<file path="config.mk">
export PLATFORM = sky130hd
export DESIGN_NAME = wb_retire_trace
export DESIGN_NICKNAME = d
export VERILOG_FILES = /design/src/rtl/wb_trace_pkg.sv /design/src/rtl/sync_fifo.sv /design/src/rtl/wb_retire_trace.sv
export SDC_FILE = /design/constraint.sdc
export NUM_CORES = 2
export LEC_CHECK = 0
export BUFFER_PORTS_ARGS = -buffer_cell sky130_fd_sc_hd__buf_2
export CAP_MARGIN = 25
export CORE_UTILIZATION = 40
export CTS_CLUSTER_DIAMETER = 40
export CTS_CLUSTER_SIZE = 8
export DETAILED_ROUTE_END_ITERATION = 10
export SYNTH_ARGS = -nofsm -noshare
export SYNTH_HDL_FRONTEND = slang
export SYNTH_SLANG_ARGS = --single-unit
</file>
<file path="constraint.sdc">
create_clock -name clk -period 13.85 [get_ports clk]
set_clock_uncertainty 0.15 [all_clocks]
set_input_delay 2.0775 -clock clk [delete_from_list [all_inputs] [get_ports clk]]
set_output_delay 2.0775 -clock clk [all_outputs]
set_load 0.005 [all_outputs]
</file>
<file path="src/rtl/wb_trace_pkg.sv">
// rtl/wb_trace_pkg.sv - trace record layout, default bubble encodings, pack/unpack helpers
// The record is a flat 167-bit vector. pc sits at bit 0, and each later field sits
// above the one before it: pc, instr, regwr, memwr, rd, wdata, maddr, mdata.
package wb_trace_pkg;

  localparam int REC_W = 167;

  localparam int OFF_PC    = 0;
  localparam int OFF_INSTR = 32;
  localparam int OFF_REGWR = 64;
  localparam int OFF_MEMWR = 65;
  localparam int OFF_RD    = 66;
  localparam int OFF_WDATA = 71;
  localparam int OFF_MADDR = 103;
  localparam int OFF_MDATA = 135;

  localparam logic [31:0] DEF_BUBBLE0 = 32'h0000_0013;
  localparam logic [31:0] DEF_BUBBLE1 = 32'h0000_0000;

  typedef struct packed {
    logic [31:0] pc;
    logic [31:0] instr;
    logic        regwr;
    logic        memwr;
    logic [4:0]  rd;
    logic [31:0] wdata;
    logic [31:0] maddr;
    logic [31:0] mdata;
  } trace_rec_t;

  function automatic logic [REC_W-1:0] pack_rec(input trace_rec_t r);
    logic [REC_W-1:0] v;
    v = '0;
    v[OFF_PC    +: 32] = r.pc;
    v[OFF_INSTR +: 32] = r.instr;
    v[OFF_REGWR]       = r.regwr;
    v[OFF_MEMWR]       = r.memwr;
    v[OFF_RD    +: 5]  = r.rd;
    v[OFF_WDATA +: 32] = r.wdata;
    v[OFF_MADDR +: 32] = r.maddr;
    v[OFF_MDATA +: 32] = r.mdata;
    return v;
  endfunction

  function automatic trace_rec_t unpack_rec(input logic [REC_W-1:0] v);
    trace_rec_t r;
    r.pc    = v[OFF_PC    +: 32];
    r.instr = v[OFF_INSTR +: 32];
    r.regwr = v[OFF_REGWR];
    r.memwr = v[OFF_MEMWR];
    r.rd    = v[OFF_RD    +: 5];
    r.wdata = v[OFF_WDATA +: 32];
    r.maddr = v[OFF_MADDR +: 32];
    r.mdata = v[OFF_MDATA +: 32];
    return r;
  endfunction

endpackage

</file>
<file path="src/rtl/sync_fifo.sv">
// rtl/sync_fifo.sv - show-ahead synchronous FIFO with flush
// Ports: clk and reset (synchronous, active-high). clear flushes the pointers.
// wr_en/wr_data carry the push. rd_en pops the head. rd_data is the head entry,
// or zero when the FIFO is empty. count, full and empty report the fill level.
module sync_fifo #(
  parameter int WIDTH = 8,
  parameter int DEPTH = 16
) (
  input  logic                     clk,
  input  logic                     reset,
  input  logic                     clear,
  input  logic                     wr_en,
  input  logic [WIDTH-1:0]         wr_data,
  input  logic                     rd_en,
  output logic [WIDTH-1:0]         rd_data,
  output logic [$clog2(DEPTH):0]   count,
  output logic                     full,
  output logic                     empty
);

  localparam int PTR_W = $clog2(DEPTH);
  localparam int CNT_W = PTR_W + 1;

  logic [WIDTH-1:0] mem_q [DEPTH];
  logic [PTR_W-1:0] wr_ptr_q, wr_ptr_d;
  logic [PTR_W-1:0] rd_ptr_q, rd_ptr_d;
  logic [CNT_W-1:0] count_q, count_d;
  logic             wr_ok, rd_ok;

  assign full  = (count_q == CNT_W'(DEPTH));
  assign empty = (count_q == '0);
  assign count = count_q;

  // A write while full is only legal if the head leaves in the same cycle.
  assign wr_ok = wr_en && !clear && (!full || rd_en);
  assign rd_ok = rd_en && !clear && !empty;

  assign rd_data = empty ? '0 : mem_q[rd_ptr_q];

  always_comb begin
    wr_ptr_d = wr_ptr_q;
    rd_ptr_d = rd_ptr_q;
    count_d  = count_q;
    if (clear) begin
      wr_ptr_d = '0;
      rd_ptr_d = '0;
      count_d  = '0;
    end else begin
      if (wr_ok) wr_ptr_d = wr_ptr_q + PTR_W'(1);
      if (rd_ok) rd_ptr_d = rd_ptr_q + PTR_W'(1);
      case ({wr_ok, rd_ok})
        2'b10:   count_d = count_q + CNT_W'(1);
        2'b01:   count_d = count_q - CNT_W'(1);
        default: count_d = count_q;
      endcase
    end
  end

  always_ff @(posedge clk) begin
    if (reset) begin
      wr_ptr_q <= '0;
      rd_ptr_q <= '0;
      count_q  <= '0;
    end else begin
      wr_ptr_q <= wr_ptr_d;
      rd_ptr_q <= rd_ptr_d;
      count_q  <= count_d;
    end
  end

  // The storage array has no reset; the count gates every read.
  always_ff @(posedge clk) begin
    if (wr_ok && !reset) mem_q[wr_ptr_q] <= wr_data;
  end

endmodule

</file>
<file path="src/rtl/wb_retire_trace.sv">
// rtl/wb_retire_trace.sv - filters WB bubbles, packs trace records, buffers them and drains to a sink
// Ports: clk and reset (synchronous, active-high). wb_* is the write-back stage bundle.
// clear flushes the FIFO. The out_* fields, out_valid and out_ready form the drain
// handshake. occupancy, retired_count, dropped_count and overflow are the statistics.
module wb_retire_trace
  import wb_trace_pkg::*;
#(
  parameter int          DEPTH   = 16,
  parameter logic [31:0] BUBBLE0 = DEF_BUBBLE0,
  parameter logic [31:0] BUBBLE1 = DEF_BUBBLE1
) (
  input  logic                   clk,
  input  logic                   reset,
  input  logic [31:0]            wb_pc,
  input  logic [31:0]            wb_instruction,
  input  logic [31:0]            wb_write_data,
  input  logic [4:0]             wb_rd_addr,
  input  logic                   wb_RegWrite,
  input  logic                   wb_MemWrite,
  input  logic [31:0]            wb_mem_addr,
  input  logic [31:0]            wb_mem_wdata,
  input  logic                   clear,
  output logic                   out_valid,
  input  logic                   out_ready,
  output logic [31:0]            out_pc,
  output logic [31:0]            out_instr,
  output logic [31:0]            out_wdata,
  output logic [31:0]            out_maddr,
  output logic [31:0]            out_mdata,
  output logic [4:0]             out_rd,
  output logic                   out_regwr,
  output logic                   out_memwr,
  output logic [$clog2(DEPTH):0] occupancy,
  output logic [31:0]            retired_count,
  output logic [31:0]            dropped_count,
  output logic                   overflow
);

  logic             retire, push, pop, accept;
  logic             fifo_full, fifo_empty;
  trace_rec_t       rec_in, head;
  logic [REC_W-1:0] head_vec;
  logic [31:0]      retired_q, retired_d;
  logic [31:0]      dropped_q, dropped_d;
  logic             overflow_q, overflow_d;

  // Both the canonical NOP and the flushed all-zero slot count as bubbles.
  assign retire = (wb_instruction != BUBBLE0) && (wb_instruction != BUBBLE1);
  assign push   = retire && !clear;
  assign pop    = out_valid && out_ready && !clear;
  assign accept = push && (!fifo_full || pop);

  // Fields with no architectural effect are zeroed so records compare cleanly.
  always_comb begin
    rec_in       = '0;
    rec_in.pc    = wb_pc;
    rec_in.instr = wb_instruction;
    rec_in.regwr = wb_RegWrite && (wb_rd_addr != 5'd0);
    rec_in.memwr = wb_MemWrite;
    if (rec_in.regwr) begin
      rec_in.rd    = wb_rd_addr;
      rec_in.wdata = wb_write_data;
    end
    if (wb_MemWrite) begin
      rec_in.maddr = wb_mem_addr;
      rec_in.mdata = wb_mem_wdata;
    end
  end

  sync_fifo #(
    .WIDTH (REC_W),
    .DEPTH (DEPTH)
  ) u_fifo (
    .clk     (clk),
    .reset   (reset),
    .clear   (clear),
    .wr_en   (accept),
    .wr_data (pack_rec(rec_in)),
    .rd_en   (pop),
    .rd_data (head_vec),
    .count   (occupancy),
    .full    (fifo_full),
    .empty   (fifo_empty)
  );

  assign head      = unpack_rec(head_vec);
  assign out_valid = !fifo_empty;
  assign out_pc    = head.pc;
  assign out_instr = head.instr;
  assign out_wdata = head.wdata;
  assign out_maddr = head.maddr;
  assign out_mdata = head.mdata;
  assign out_rd    = head.rd;
  assign out_regwr = head.regwr;
  assign out_memwr = head.memwr;

  always_comb begin
    retired_d  = retired_q;
    dropped_d  = dropped_q;
    overflow_d = overflow_q;
    if (accept) begin
      retired_d = retired_q + 32'd1;
    end else if (push) begin
      dropped_d  = dropped_q + 32'd1;
      overflow_d = 1'b1;
    end
  end

  always_ff @(posedge clk) begin
    if (reset) begin
      retired_q  <= '0;
      dropped_q  <= '0;
      overflow_q <= 1'b0;
    end else begin
      retired_q  <= retired_d;
      dropped_q  <= dropped_d;
      overflow_q <= overflow_d;
    end
  end

  assign retired_count = retired_q;
  assign dropped_count = dropped_q;
  assign overflow      = overflow_q;

endmodule

</file>
# Word level (Yosys, flattened, before mapping)
# Memories as Yosys holds them, arrays and structs flattened. A register that Yosys moved wholly into a read port is not among the register bits.
# Index checks and enable logic that the tools add are counted.
# word_totals
input_bits	171
mem_count	1
ram_bits	2672
regBits	78
output_inout_bits	238
elab_cells	48
# memory_table
name	words	word_bits	rd	rd_clocked_by_memory_dff	write_ports	line_no	source
u_fifo.mem_q	16	167	1	1	1	sync_fifo.sv:24	logic [WIDTH-1:0] mem_q [DEPTH];
# op_classes
eq_ne	4
n_reduce_logical	22
addsub	6
bitwise_logic	1
mux	8
# ops
op	count
$mux 167	1
$add 32x1->32 const B	2
$mux 64	1
$mux 37	1
$ne 32x5->1 const B	1
$reduce_bool 32->1	1
$logic_and 1x1->1	11
$pmux 5 s2	1
$add 4x1->4 const B	2
$mux 4	2
$add 5x1->5 const B	1
$eq 5x5->1 const B	1
$logic_not 5->1	1
$reduce_bool 5->1	1
$sub 5x1->5 const B	1
$logic_not 1->1	4
$eq 2x1->1 const B	1
$eq 2x2->1 const B	1
$mux 1	2
$reduce_and 2->1	1
$reduce_bool 2->1	1
$reduce_or 2->1	1
$logic_or 1x1->1	1
$not 1->1	1

# Depth between registers and ports, before layout
# depth
depth_word	11
depth_mapped	15
mapped_depth_nobuf	12

# Hierarchy
# From an unflattened synthesis, not the netlist that was laid out.
# hier_totals
hier_cells	4734
area_unflattened_um2	105713.9
# modules_own_cells
mod	seq_area_each_um2	cells_each	area_per_inst_um2	instances
sync_fifo	80577.3	4210	101672.5	1
wb_retire_trace	1301.2	524	4041.4	1

# Worst setup path after synthesis
# No wires, ideal clock.
# synth_path
path_type	input to register
from	input port wb_instruction[4]
to	memory u_fifo.mem_q[10][0] (netlist name) (enable)
setup_ns	0.548
path_buffers	2
arrival_ns	6.982
path_slack_ns	6.169
cell_stages	6
required_ns	13.152
path_cell_list	and3_1 nor2_1 o31a_1 buf_4 clkbuf_1 and3_1
# synth_via
elab_chain_cells	9
word_cells_on_any_way	10
classes_between	1 x eq/ne; 2 x mux; 7 x reduce/logical
# synth_lines
element	line_no	source
from (decl)	wb_retire_trace.sv:15	input logic [31:0] wb_instruction,
$ne 32x5->1 or $reduce_bool 32->1 (tied branches)	wb_retire_trace.sv:48	assign retire = (wb_instruction != BUBBLE0) && (wb_instruction != BUBBLE1);
$logic_and 1x1->1 *	wb_retire_trace.sv:48	
$logic_and 1x1->1 *	wb_retire_trace.sv:49	assign push = retire && !clear;
$logic_and 1x1->1 *	wb_retire_trace.sv:51	assign accept = push && (!fifo_full || pop);
$logic_and 1x1->1 * (2 in a row)	sync_fifo.sv:35	assign wr_ok = wr_en && !clear && (!full || rd_en);
$logic_and 1x1->1 *	sync_fifo.sv:73	if (wr_ok && !reset) mem_q[wr_ptr_q] <= wr_data;
$mux 1 *	sync_fifo.sv:73	
$mux 1 (implied by the code) *	sync_fifo.sv:73	
to (decl)	sync_fifo.sv:24	
# Mark *: on every way between the ends. The rest lies on a longest branch, timed or not.

==> flow_summary_export.csv <==
group,metric,value,unit
yosys,synthCells,4509,
cts,cts_buffers,436,
yosys,synth_top_area_share,75.8,%
cts,cts.sinks,2754,
placement,dp_hpwl,133,mm
detailed_routing,wl_per_cell,29.3,um
detailed_routing,wl,262,mm
power,power.leakage,39.0,nW
floorplanning,dieArea,267000,um2
yosys,ys_ff_latch,2754,
detailed_routing,dr.pass1.iters,6,
grt,grt_max_degree,158,
grt,grt_util_all_layers,19.5,%
critical_path,arrival,5250,ps
critical_path,reg2regPathDepth,7,
cts,holdBufCountCts,0,
critical_path,timing.rr.end,"u_fifo.mem_q[2][68]$_DFFE_PP_",
timing,hold_viol,0,
yosys,synth-edff-count,2672,
yosys,syn_nets,4692,
yosys,yosys.area.top_type,"edfxtp_1",
cts,post-cts-setup-buffers,0,
yosys,synth.most_common_cell,"edfxtp_1",
cts,clock_tree.root_cell,"clkbuf_16",
power,ir_worst_vdd,0.105,mV
cts,post_cts_resized,0,
cells_and_area,drive_above_1_share,34.9,%
floorplanning,ios,409,
critical_path,path_max_fanout,93,
floorplanning,rows,188,
floorplanning,die_h,516,um
detailed_routing,vias_per_cell,5.63,
detailed_routing,drt-initial-drc-count,4697,
cts,insertion_delay,910,ps
timing,post-route-period-util,54.0,%
cells_and_area,n_fill_cell,21300,
critical_path,crit_type,"reg2out",
timing,fmax,134,MHz
cells_and_area,fin_cells,8938,
hold_path,hold_depth,2,
timing,worstMarginPinSlew,1410,ps
placement,portBuffers,408,
timing,slew_headroom,6.00,%
run,drv_cap,0,
floorplanning,initial_core_util,40.3,%
hold_path,hp-start,"overflow$_SDFFE_PP0P_",
critical_path,cp-start-kind,"flop",
yosys,synth.distinct_cells,48,
cts,htreeDepth,5,
critical_path,required,11620,ps
detailed_routing,drc_errors,0,
yosys,syn_avg_cell_area,23.5,um2
hold_path,min_to,"overflow$_SDFFE_PP0P_",
cells_and_area,final_util,47.6,%
yosys,ys_top_cells_by_count,"edfxtp_1, mux4_2, and2_1",
grt,grt_pass1_wl,375,mm
hold_path,hold_path_class,"reg2reg",
timing,rsz0062_at_grt,"false",
cts,cts.clk_slew.worst_paths,50,ps
floorplanning,fp.dieW,516,um
grt,grt_pass1_vias,52400,
timing,fin_crit,7480,ps
yosys,ys_warn_count,0,
yosys,synthArstFlopShare,0,%
detailed_routing,drt.antenna.violating_nets,0,
placement,gp_congestion,0.758,
grt,grt.overflow.total,0,
timing,slew_violations,0,
yosys,synth_area_leaders,"edfxtp_1, mux4_2, and2_1",
power,power_density,153,nW/um2
floorplanning,fp.coreArea,263000,um2
timing,setup_viol,0,
detailed_routing,vias,50300,
placement,dpl.cell_count,8270,
yosys,ys_seq_area_share,77.3,%
cells_and_area,area_delta_synth_final,18.1,%
cts,clockBufferDepth,4,
timing,tns,0,ps
critical_path,endpoint_kind,"output port",
critical_path,r2r_slack,8790,ps
critical_path,r2r_start,"u_fifo.count[1]$_SDFFE_PP0P_",
outcome,outcome,"finished, final reports clean",
cts,tritoncts,"built",
yosys,synth_area,106000,um2
yosys,synth-main-ff-cell,"edfxtp_1",
cells_and_area,final_nets,5379,
grt,antenna_found_initial,35,
[cell usage in the layout, fill, tap and decap left out, drive strengths merged, types with 3 or more instances in the layout]
cell type,netlist,routed
buf,103,488
nor4,11,11
edfxtp,2672,2672
dfxtp,82,82
and3,23,23
nand2,36,36
or4,30,30
nand4b,4,4
mux4,835,835
xnor2,4,4
or3,25,25
inv,20,31
o31ai,30,30
nor2,21,21
nand3,27,27
ha,11,11
clkbuf,136,530
a31o,3,3
clkinvlp,0,13
nand4,21,21
o21ai,31,31
bufinv,0,7
diode,0,11
or2,3,3
and2,271,271
xor2,4,4
clkinv,0,93
a21oi,70,70
nor3,11,11
and4,6,6
[routing by layer]
layer	routed length, um	global-route usage, %	vias up
met1	111000	27.3	27400
li1	-	-	20700
met5	92	0	-
met4	5160	4.42	16
met3	21300	4.79	336
met2	125000	30.9	1915
[worst max-delay path: stages (launching register included)]
cell and delay [ps]:
dfxtp_4 800, buf_12 550, buf_4 800, buf_4 640, mux4_2 600, mux4_2 470
and2_1 170, buf_2 120
[flip-flops by register name, indices dropped and copies added, names as in the netlist, named ones only]
| signal | count |
|---|---|
| retired_count | 32 |
| overflow | 1 |
| dropped_count | 32 |
| u_fifo.count | 5 |
| u_fifo.mem_q | 2672 |
| u_fifo.rd_ptr_q | 4 |
| u_fifo.wr_ptr_q | 4 |
[worst max-delay path by stage]
stage / startpoint / to / slack [ps] / cells past startpoint
after floorplan: wb_instruction[4] / u_fifo.mem_q[10][0]$_DFFE_PP_ / 6170 / 6
after global placement: wb_instruction[3] / u_fifo.mem_q[2][81]$_DFFE_PP_ / 6690 / 8
after detailed placement: wb_instruction[3] / u_fifo.mem_q[2][81]$_DFFE_PP_ / 6680 / 8
after CTS: flop / out_instr[19] / 6000 / 7
after global routing: flop / out_instr[19] / 5850 / 7
final: flop / out_instr[19] / 6370 / 7
[cells by family (layout without fill, tap and decap cells)]
| logic type | after synthesis | in the layout | share of synthesized area, % |
|---|---|---|---|
| flip-flops | 2754 | 2754 | 77.3 |
| multiplexers | 836 | 836 | 17.8 |
| AND/OR/NAND/NOR | 496 | 496 | 2.86 |
| buffers and inverters | 259 | 1162 | 1.01 |
| AO/OA/AOI/OAI | 144 | 144 | 0.800 |
| adder cells (fa/ha/maj) | 12 | 12 | 0.149 |
| XOR/XNOR | 8 | 8 | 0.0662 |
| other | 0 | 11 | 0 |
[metrics by stage]
step                power, mW  hold slack, ps  cell area, um2  setup slack (ps)
global placement         9.83             299          112000              6690
CTS                      19.3             335          125000              6000
global route             19.7             347          125000              5850
floorplan                9.60             315          106000              6170
finish                   19.1             320          125000              6370
detailed placement       9.85             324          112000              6680
[layout make-up]
cell class              count  area, um2  area share [%]
repair buffers            488       3060            2.44
inverters                  20       75.1          0.0601
flip-flops and latches   2754      81900            65.5
well taps                3515       4400            3.52
diodes                     11       27.5          0.0220
clock inverters           124       1100           0.883
clock buffers             530      11400            9.14
multi-input cells        1496      23000            18.4
[power breakdown]
group	internal [mW]	switching, mW
Combinational	0.171	0.310
Sequential	9.20	0.0104
Clock	5.87	3.55
Note: power is estimated with default switching activity, not from simulation.
